`src/rtl/div_ctrl.sv`:
```
// div_ctrl: multi-cycle sequencer for RV32M DIV/DIVU/REM/REMU.
// Stalls the pipeline front while a 1-bit-per-cycle restoring divider runs.
// Then it emits a one-cycle write-back pulse with the result and the rd tag.
module div_ctrl #(
    parameter int unsigned DATA_W = 32
) (
    input  logic              clk,
    input  logic              rst,
    input  logic              start_i,
    input  logic [2:0]        funct3_i,
    input  logic [DATA_W-1:0] dividend_i,
    input  logic [DATA_W-1:0] divisor_i,
    input  logic [4:0]        wr_reg_addr_i,
    input  logic              flush_i,
    output logic              stall_o,
    output logic              done_o,
    output logic [DATA_W-1:0] result_o,
    output logic              wr_reg_en_o,
    output logic [4:0]        wr_reg_addr_o
);

    localparam int unsigned       CNT_W    = $clog2(DATA_W) + 1;
    localparam logic [CNT_W-1:0]  LAST_CNT = CNT_W'(DATA_W - 1);
    localparam logic [DATA_W-1:0] MIN_NEG  = {1'b1, {(DATA_W-1){1'b0}}};

    localparam logic [1:0] S_IDLE = 2'd0;
    localparam logic [1:0] S_CALC = 2'd1;
    localparam logic [1:0] S_END  = 2'd2;

    logic [1:0]        r_state;
    logic [CNT_W-1:0]  r_count;
    logic [1:0]        r_fn;
    logic [4:0]        r_rd;
    logic [DATA_W-1:0] r_quot;
    logic [DATA_W-1:0] r_rem;
    logic [DATA_W-1:0] r_dvs;
    logic              r_neg_q;
    logic              r_neg_r;
    logic              r_done;
    logic [DATA_W-1:0] r_result;
    logic [4:0]        r_addr;

    logic              w_accept;
    logic              w_signed;
    logic              w_a_neg;
    logic              w_b_neg;
    logic [DATA_W-1:0] w_a_mag;
    logic [DATA_W-1:0] w_b_mag;
    logic              w_div0;
    logic              w_ovf;
    logic              w_special;
    logic [DATA_W:0]   w_shift;
    logic [DATA_W:0]   w_diff;
    logic              w_no_borrow;
    logic [DATA_W-1:0] w_final;

    // A non-divide funct3 encoding is never claimed, and nothing is claimed while reset is held.
    assign w_accept  = (r_state == S_IDLE) & start_i & ~flush_i & ~rst & funct3_i[2];
    assign w_signed  = ~funct3_i[0];
    assign w_a_neg   = w_signed & dividend_i[DATA_W-1];
    assign w_b_neg   = w_signed & divisor_i[DATA_W-1];
    assign w_a_mag   = w_a_neg ? -dividend_i : dividend_i;
    assign w_b_mag   = w_b_neg ? -divisor_i  : divisor_i;
    assign w_div0    = (divisor_i == '0);
    assign w_ovf     = w_signed & (dividend_i == MIN_NEG) & (divisor_i == '1);
    assign w_special = w_div0 | w_ovf;

    assign w_shift     = {r_rem, r_quot[DATA_W-1]};
    assign w_diff      = w_shift - {1'b0, r_dvs};
    assign w_no_borrow = ~w_diff[DATA_W];

    // Special cases clear both sign flags at capture, so they pass through unmodified here.
    assign w_final = r_fn[1] ? (r_neg_r ? -r_rem : r_rem)
                             : (r_neg_q ? -r_quot : r_quot);

    assign stall_o       = w_accept | (r_state == S_CALC);
    assign done_o        = r_done;
    assign wr_reg_en_o   = r_done;
    assign result_o      = r_result;
    assign wr_reg_addr_o = r_addr;

    // Sequencer state: IDLE -> CALC (or straight to END for special cases) -> END -> IDLE.
    always_ff @(posedge clk or posedge rst) begin
        if (rst) begin
            r_state <= S_IDLE;
        end else begin
            case (r_state)
                S_IDLE: begin
                    if (w_accept) begin
                        r_state <= w_special ? S_END : S_CALC;
                    end
                end
                S_CALC: begin
                    if (flush_i) begin
                        r_state <= S_IDLE;
                    end else if (r_count == LAST_CNT) begin
                        r_state <= S_END;
                    end
                end
                S_END:   r_state <= S_IDLE;
                default: r_state <= S_IDLE;
            endcase
        end
    end

    // Operand capture and one restoring-division step per CALC cycle.
    always_ff @(posedge clk or posedge rst) begin
        if (rst) begin
            r_count <= '0;
            r_fn    <= '0;
            r_rd    <= '0;
            r_quot  <= '0;
            r_rem   <= '0;
            r_dvs   <= '0;
            r_neg_q <= 1'b0;
            r_neg_r <= 1'b0;
        end else if (w_accept) begin
            r_fn    <= funct3_i[1:0];
            r_rd    <= wr_reg_addr_i;
            r_count <= '0;
            r_dvs   <= w_b_mag;
            if (w_div0) begin
                r_quot  <= '1;
                r_rem   <= dividend_i;
                r_neg_q <= 1'b0;
                r_neg_r <= 1'b0;
            end else if (w_ovf) begin
                r_quot  <= MIN_NEG;
                r_rem   <= '0;
                r_neg_q <= 1'b0;
                r_neg_r <= 1'b0;
            end else begin
                r_quot  <= w_a_mag;
                r_rem   <= '0;
                r_neg_q <= w_a_neg ^ w_b_neg;
                r_neg_r <= w_a_neg;
            end
        end else if (r_state == S_CALC) begin
            r_count <= r_count + CNT_W'(1);
            if (w_no_borrow) begin
                r_rem  <= w_diff[DATA_W-1:0];
                r_quot <= {r_quot[DATA_W-2:0], 1'b1};
            end else begin
                r_rem  <= w_shift[DATA_W-1:0];
                r_quot <= {r_quot[DATA_W-2:0], 1'b0};
            end
        end
    end

    // Write-back register: loaded on an unflushed END, then held until the next one.
    always_ff @(posedge clk or posedge rst) begin
        if (rst) begin
            r_done   <= 1'b0;
            r_result <= '0;
            r_addr   <= '0;
        end else if ((r_state == S_END) && !flush_i) begin
            r_done   <= 1'b1;
            r_result <= w_final;
            r_addr   <= r_rd;
        end else begin
            r_done   <= 1'b0;
        end
    end

endmodule
```
`config.mk`:
```
export PLATFORM = sky130hd
export DESIGN_NAME = div_ctrl
export DESIGN_NICKNAME = d
export VERILOG_FILES = /design/src/rtl/div_ctrl.sv
export SDC_FILE = /design/constraint.sdc
export NUM_CORES = 1
export LEC_CHECK = 0
export ABC_AREA = 1
export BUFFER_PORTS_ARGS = -buffer_cell sky130_fd_sc_hd__buf_2
export CAP_MARGIN = 25
export CORE_UTILIZATION = 35
export DETAILED_ROUTE_END_ITERATION = 7
export GPL_TIMING_DRIVEN = 0
export SLEW_MARGIN = 20
export SYNTH_ARGS = -nofsm -noshare
export SYNTH_HDL_FRONTEND = slang
export SYNTH_SLANG_ARGS = --single-unit
```
`constraint.sdc`:
```
create_clock -name clk -period 9.2 [get_ports clk]
set_clock_uncertainty 0.2 [all_clocks]
set_input_delay 1.38 -clock clk [delete_from_list [all_inputs] [get_ports clk]]
set_output_delay 1.38 -clock clk [all_outputs]
set_load 0.005 [all_outputs]
```
==> impl_metrics.yaml, run 1 <==
logic_synthesis:
  syn_inst: 2169
  synth_seq_cells: 150
  synthDistinctLibCells: 48
  yosysTopAreaCellShare: 0.285
  yosysWarnings: 0
  ys_seq_area_frac: 0.285
  synth_edf_count: 0
  yosys.area.top_type: "dfrtp_1"
  async_flop_share: 1.00
  synth_area_um2: 13200
  synthFlopType: "dfrtp_1"
  synthesis.nets: 2284
  avgSynthCellArea_um2: 6.06
  synthTopCellsByArea: "dfrtp_1, nand2_1, inv_1"
grt:
  grt_max_degree: 81
  grt_pass1_vias: 14000
  grt_antenna_before_repair: 0
  grt_pass1_wl_um: 81000
  grt_overflow: 0
  grt_usage: 0.280
cts:
  clkTransAtPathRegs_ns: 0.07
  cts_setup_buffers: 0
  cts_sinks: 150
  cts_buffer_depth: 2
  tritoncts: "yes"
  hold_buffers: 0
  cts_resized: 0
  cts_buffers: 17
  cts_root_buf: "clkbuf_16"
  cts_max_level: 4
  clkLatencyLatePin_ns: 0.46
worst_setup_path:
  worstSetupStartpointType: "input pin"
  path_class: "input pin to output port"
  critPathCaptureType: "output port"
  worstPathRequired_ns: 7.62
  cp_max_fo: 10
  cp.arrival_ns: 3.52
die:
  coreArea_um2: 36800
  pin_count: 116
  start_util: 0.357
  dieHeight_um: 196
  fp-row-count: 70
  fp.dieW_um: 196
  dieArea_um2: 38400
routing:
  via_per_inst: 5.32
  routed_wl_um: 53300
  drc: 0
  wl_per_cell_um: 19.1
  via_count: 14800
  first_pass_iters: 6
  antenna_left: 0
  first_iter_violations: 1302
placement:
  gp_congestion: 1.01
  port_buffers: 115
  dpl.cell_count: 2753
  dp_slack_ns: 4.21
  dpl.hpwl_um: 43400
flow_run:
  maxCapViolCount: 0
finish:
  drive_above_1_share: 0.0807
  area_growth_syn_to_layout_pct: 13.9
  n_fill_cell: 4065
  num-nets-final: 2419
  final_cells: 2786
sta:
  fmax_mhz: 196
  timing.slew.headroom: 0.295
  final_max_slew_viol_count: 0
  rsz0062_at_grt: "no"
  setup_violations: 0
  tns_ns: 0
  fin_crit_ns: 5.10
  worst_pin_slew_ns: 1.05
  period_share: 0.555
  final.setup.worst_slack_ns: 4.10
  worst_hold_slack_ns: 0.279
  hold_violations: 0
power:
  p_leak_nw: 7.74
  peakVddDrop_mv: 0.189
  power.density_nw_per_um2: 382
outcome:
  status: "finished, final reports clean"
min_path:
  hp-class: "flip-flop to flip-flop"
[cell usage after synthesis (all sizes together) (2+ instances only)]
library cell	number
nand3	250
o31ai	4
nand3b	10
nor2	215
a21oi	112
a31oi	23
or2	5
buf	21
clkbuf	54
o21a	2
a22oi	2
o21ai	189
inv	337
o221ai	5
o211ai	7
o21bai	5
and2	2
nand4	17
xnor2	6
xor2	45
ha	38
dfrtp	150
o22ai	12
nand2	605
nor3	35
nor4	12
[routing by layer]
| layer | vias to the layer above | track usage | part of all wire |
|---|---|---|---|
| met5 | - | 0 | 0 |
| met4 | 0 | 0.0917 | 0.027 |
| met3 | 74 | 0.0366 | 0.071 |
| met2 | 587 | 0.434 | 0.44 |
| met1 | 6913 | 0.400 | 0.47 |
| li1 | 7252 | - | - |
[registers in the layout, summed over array words and instances (netlist names)]
name	cells
r_rd	5
result_o	32
r_rem	32
wr_reg_addr_o	5
done_o	1
r_quot	32
r_fn	1
r_neg_r	1
r_neg_q	1
r_dvs	32
r_state	2
r_count	6
[per-stage QoR]
stage,cell area [um^2],power (mW),util
6_report,15000,5.72,0.407
5_1_grt,15000,6.24,0.407
4_1_cts,15000,5.69,0.407
3_5_place_dp,14300,4.90,0.390
3_3_place_gp,14300,4.86,0.389
2_1_floorplan,13200,3.73,-
[path summary, 6_finish.rpt]
| kind | from | end | slack, ns | depth (start not counted) |
|---|---|---|---|---|
| setup / recovery | rst | stall_o | 4.10 | 7 |
| hold / removal | result_o[18] | result_o[18] | 0.28 | 2 |
| setup reg to reg | r_rem[0] | result_o[18] | 5.91 | 11 |
| hold reg to reg | result_o[18] | result_o[18] | 0.28 | 2 |
| max in group asynchronous | rst | r_rem[1] | 7.21 | 3 |
| min in group asynchronous | rst | result_o[31] | 0.79 | 2 |
[worst max-delay path: stages]
cell,delay [ns]
buf_2,0.15
nor4_4,0.77
inv_2,0.28
nand2_1,0.14
buf_2,0.28
buf_2,0.34
buf_2,0.17
[report_power, final]
part / switching, mW / leakage (nW) / internal (mW)
sequential: 0.294 / 1.82 / 0.967
clock: 0.328 / 0.297 / 0.444
combinational: 2.48 / 5.62 / 1.21
[cells in the final DEF, fill, tap and decap left out, types with 12 or more instances in the layout]
cell type / netlist / final
a21oi_1: 112 / 112
o21ai_1: 32 / 32
ha_1: 38 / 38
nand2_1: 599 / 599
nor3_1: 34 / 34
buf_2: 11 / 126
a31oi_1: 23 / 23
clkbuf_1: 54 / 54
o21ai_0: 156 / 156
nand4_1: 17 / 17
clkbuf_16: 0 / 17
xor2_1: 45 / 45
nor2_1: 211 / 211
dfrtp_1: 150 / 150
o22ai_1: 12 / 12
nand3_1: 249 / 249
inv_1: 334 / 333
[cell type report]
type,instances,area [um^2],share of cell area
Antenna cell,1,2.50,0.000167
Buffer,75,337,0.0225
Clock buffer,19,453,0.0303
Clock inverter,13,170,0.0114
Inverter,337,1270,0.0852
Multi-Input combinational cell,1607,7790,0.520
Sequential cell,150,3750,0.251
Tap cell,468,586,0.0391
Timing Repair Buffer,116,603,0.0403
[logic make-up (layout without fill, tap and decap cells)]
| family | Yosys count | count (layout) | synth area share |
|---|---|---|---|
| and+or+nand+nor | 1154 | 1154 | 0.373 |
| AOI/OAI and AO/OA | 363 | 363 | 0.148 |
| xor gates and xnor gates | 51 | 51 | 0.0340 |
| adders and majority gates | 39 | 39 | 0.0377 |
| other | 0 | 1 | 0 |
| buffers and inverters | 412 | 560 | 0.122 |
| DFF | 150 | 150 | 0.285 |
Power figures use the tool's default switching activity.
==> inputs of run 2 (changes only) <==
- clock period: 9.2 -> 4.3 ns (I/O delays scaled with it)
==> run 2 against run 1 <==
Sequential share of layout area about the same; combinational power grew 110%; cell area rose by 0.17%; largest power group unchanged.
==> impl_metrics.yaml, run 2 (synthesis results as in run 1) <==
routing:
  first_pass_iters: 8
  antenna_left: 0
  first_iter_violations: 1568
  wl_per_cell_um: 19.2
  via_count: 14800
  drc: 0
  routed_wl_um: 53600
  via_per_inst: 5.32
finish:
  drive_above_1_share: 0.0831
  mostFrequentLayoutCell: "nand2_1"
  n_fill_cell: 4100
  final_cell_mix: "nand2_1, inv_1, nand3_1"
  regArea_um2: 3750
  antenna_cells: 0
  area_growth_syn_to_layout_pct: 14.0
  num-nets-final: 2425
  multi_input_area_um2: 7790
sta:
  tns_ns: 0
  timing.slew.headroom: 0.289
  worst_hold_slack_ns: 0.0613
  hold_violations: 0
  final_max_slew_viol_count: 0
  rsz0062_at_grt: "no"
  fmax_mhz: 264
  worst_pin_slew_ns: 1.06
  fin_crit_ns: 3.79
  period_share: 0.882
  setup_violations: 0
grt:
  grt_pass1_vias: 14100
  grt_pass1_wl_um: 82100
  grt_antenna_before_repair: 1
  grt_usage: 0.283
  grt_max_degree: 31
  grt_overflow: 0
cts:
  tritoncts: "yes"
  cts_resized: 0
  cts_setup_buffers: 0
  cts_max_level: 4
  cts_sinks: 150
  clkLatencyLatePin_ns: 0.46
  hold_buffers: 0
  cts_buffers: 17
  cts_root_buf: "clkbuf_16"
  cts_buffer_depth: 2
  clkTransAtPathRegs_ns: 0.07
die:
  coreArea_um2: 36800
  dieArea_um2: 38400
  fp-row-count: 70
  start_util: 0.357
  fp.dieW_um: 196
  pin_count: 116
  dieHeight_um: 196
worst_setup_path:
  worstPathRequired_ns: 3.45
  critPathCaptureType: "output port"
  worstSetupStartpointType: "flip-flop"
  cp_max_fo: 10
  path_class: "flip-flop to output port"
  cp.arrival_ns: 2.95
placement:
  port_buffers: 115
  dpl.hpwl_um: 43800
  gp_congestion: 1.02
power:
  p_leak_nw: 7.75
  power.density_nw_per_um2: 810
  peakVddDrop_mv: 0.369
outcome:
  status: "finished, final reports clean"
min_path:
  hp-class: "input pin to asynchronous set/reset pin"
flow_run:
  maxCapViolCount: 0
-- run 2: cell types whose count changed in the layout (fill, tap and decap cells not counted) --
cell,delta
buf_12,+5
buf_16,-1
buf_4,+2
bufinv_16,-2
clkbuf_8,-1
clkinv_2,+2
clkinvlp_4,+2
diode_2,-1
inv_8,-1
-- run 2: final timing paths --
path | startpoint | end | slack (ns) | cells after the start
worst max register to register | r_rem[0] | result_o[18] | 0.85 | 11
max in group asynchronous | rst | result_o[9] | 3.05 | 4
worst max-delay path | r_state[1] | stall_o | 0.51 | 8
min in group clk | wr_reg_addr_i[0] | r_rd[0] | 0.19 | 3
worst min register to register | wr_reg_addr_o[4] | wr_reg_addr_o[4] | 0.28 | 2
worst min-delay path | rst | r_count[3] | 0.06 | 2
-- run 2: final cells by class --
| type | count | share of cell area |
|---|---|---|
| repair buffers | 122 | 0.0461 |
| flip-flops and latches | 150 | 0.250 |
| clock inverters | 14 | 0.00851 |
| well taps | 468 | 0.0390 |
| inverters | 337 | 0.0848 |
| clock buffers | 18 | 0.0293 |
| multi-input cells | 1607 | 0.520 |
| plain buffers | 75 | 0.0224 |
-- run 2: worst max-delay path, cell delays in order, from the launching register on --
cell and delay, ns:
dfrtp_1 0.40, nor2_1 0.17, inv_2 0.07, nor4_4 0.65, inv_2 0.26, nand2_1 0.15
buf_2 0.27, buf_2 0.33, buf_2 0.17
-- run 2: where the power goes --
part | leakage [nW] | internal (mW) | switching (mW) | total (mW)
registers | 1.82 | 2.07 | 0.642 | 2.71
clock network | 0.269 | 0.815 | 0.697 | 1.51
logic | 5.66 | 2.59 | 5.32 | 7.92
-- run 2: layer usage --
layer  GRT usage  up-vias  wire (um)
met5           0        -          0
met4      0.0819        0       1180
met3      0.0437       62       3570
met2       0.440      559      23600
met1       0.405     6942      25300
li1            -     7284          -
-- run 2: stage by stage --
| stage | power (mW) | std cells | area (um^2) | utilization | setup slack [ns] |
|---|---|---|---|---|---|
| finish | 12.1 | 2791 | 15000 | 0.408 | 0.509 |
| global route | 13.3 | 2791 | 15000 | 0.408 | 0.374 |
| CTS | 12.1 | 2789 | 15000 | 0.407 | 0.553 |
| detailed placement | 10.5 | 2757 | 14400 | 0.392 | 0.751 |
| global placement | 10.4 | 2752 | 14300 | 0.389 | 0.367 |
| floorplan | 7.97 | 2169 | 13200 | - | 1.57 |
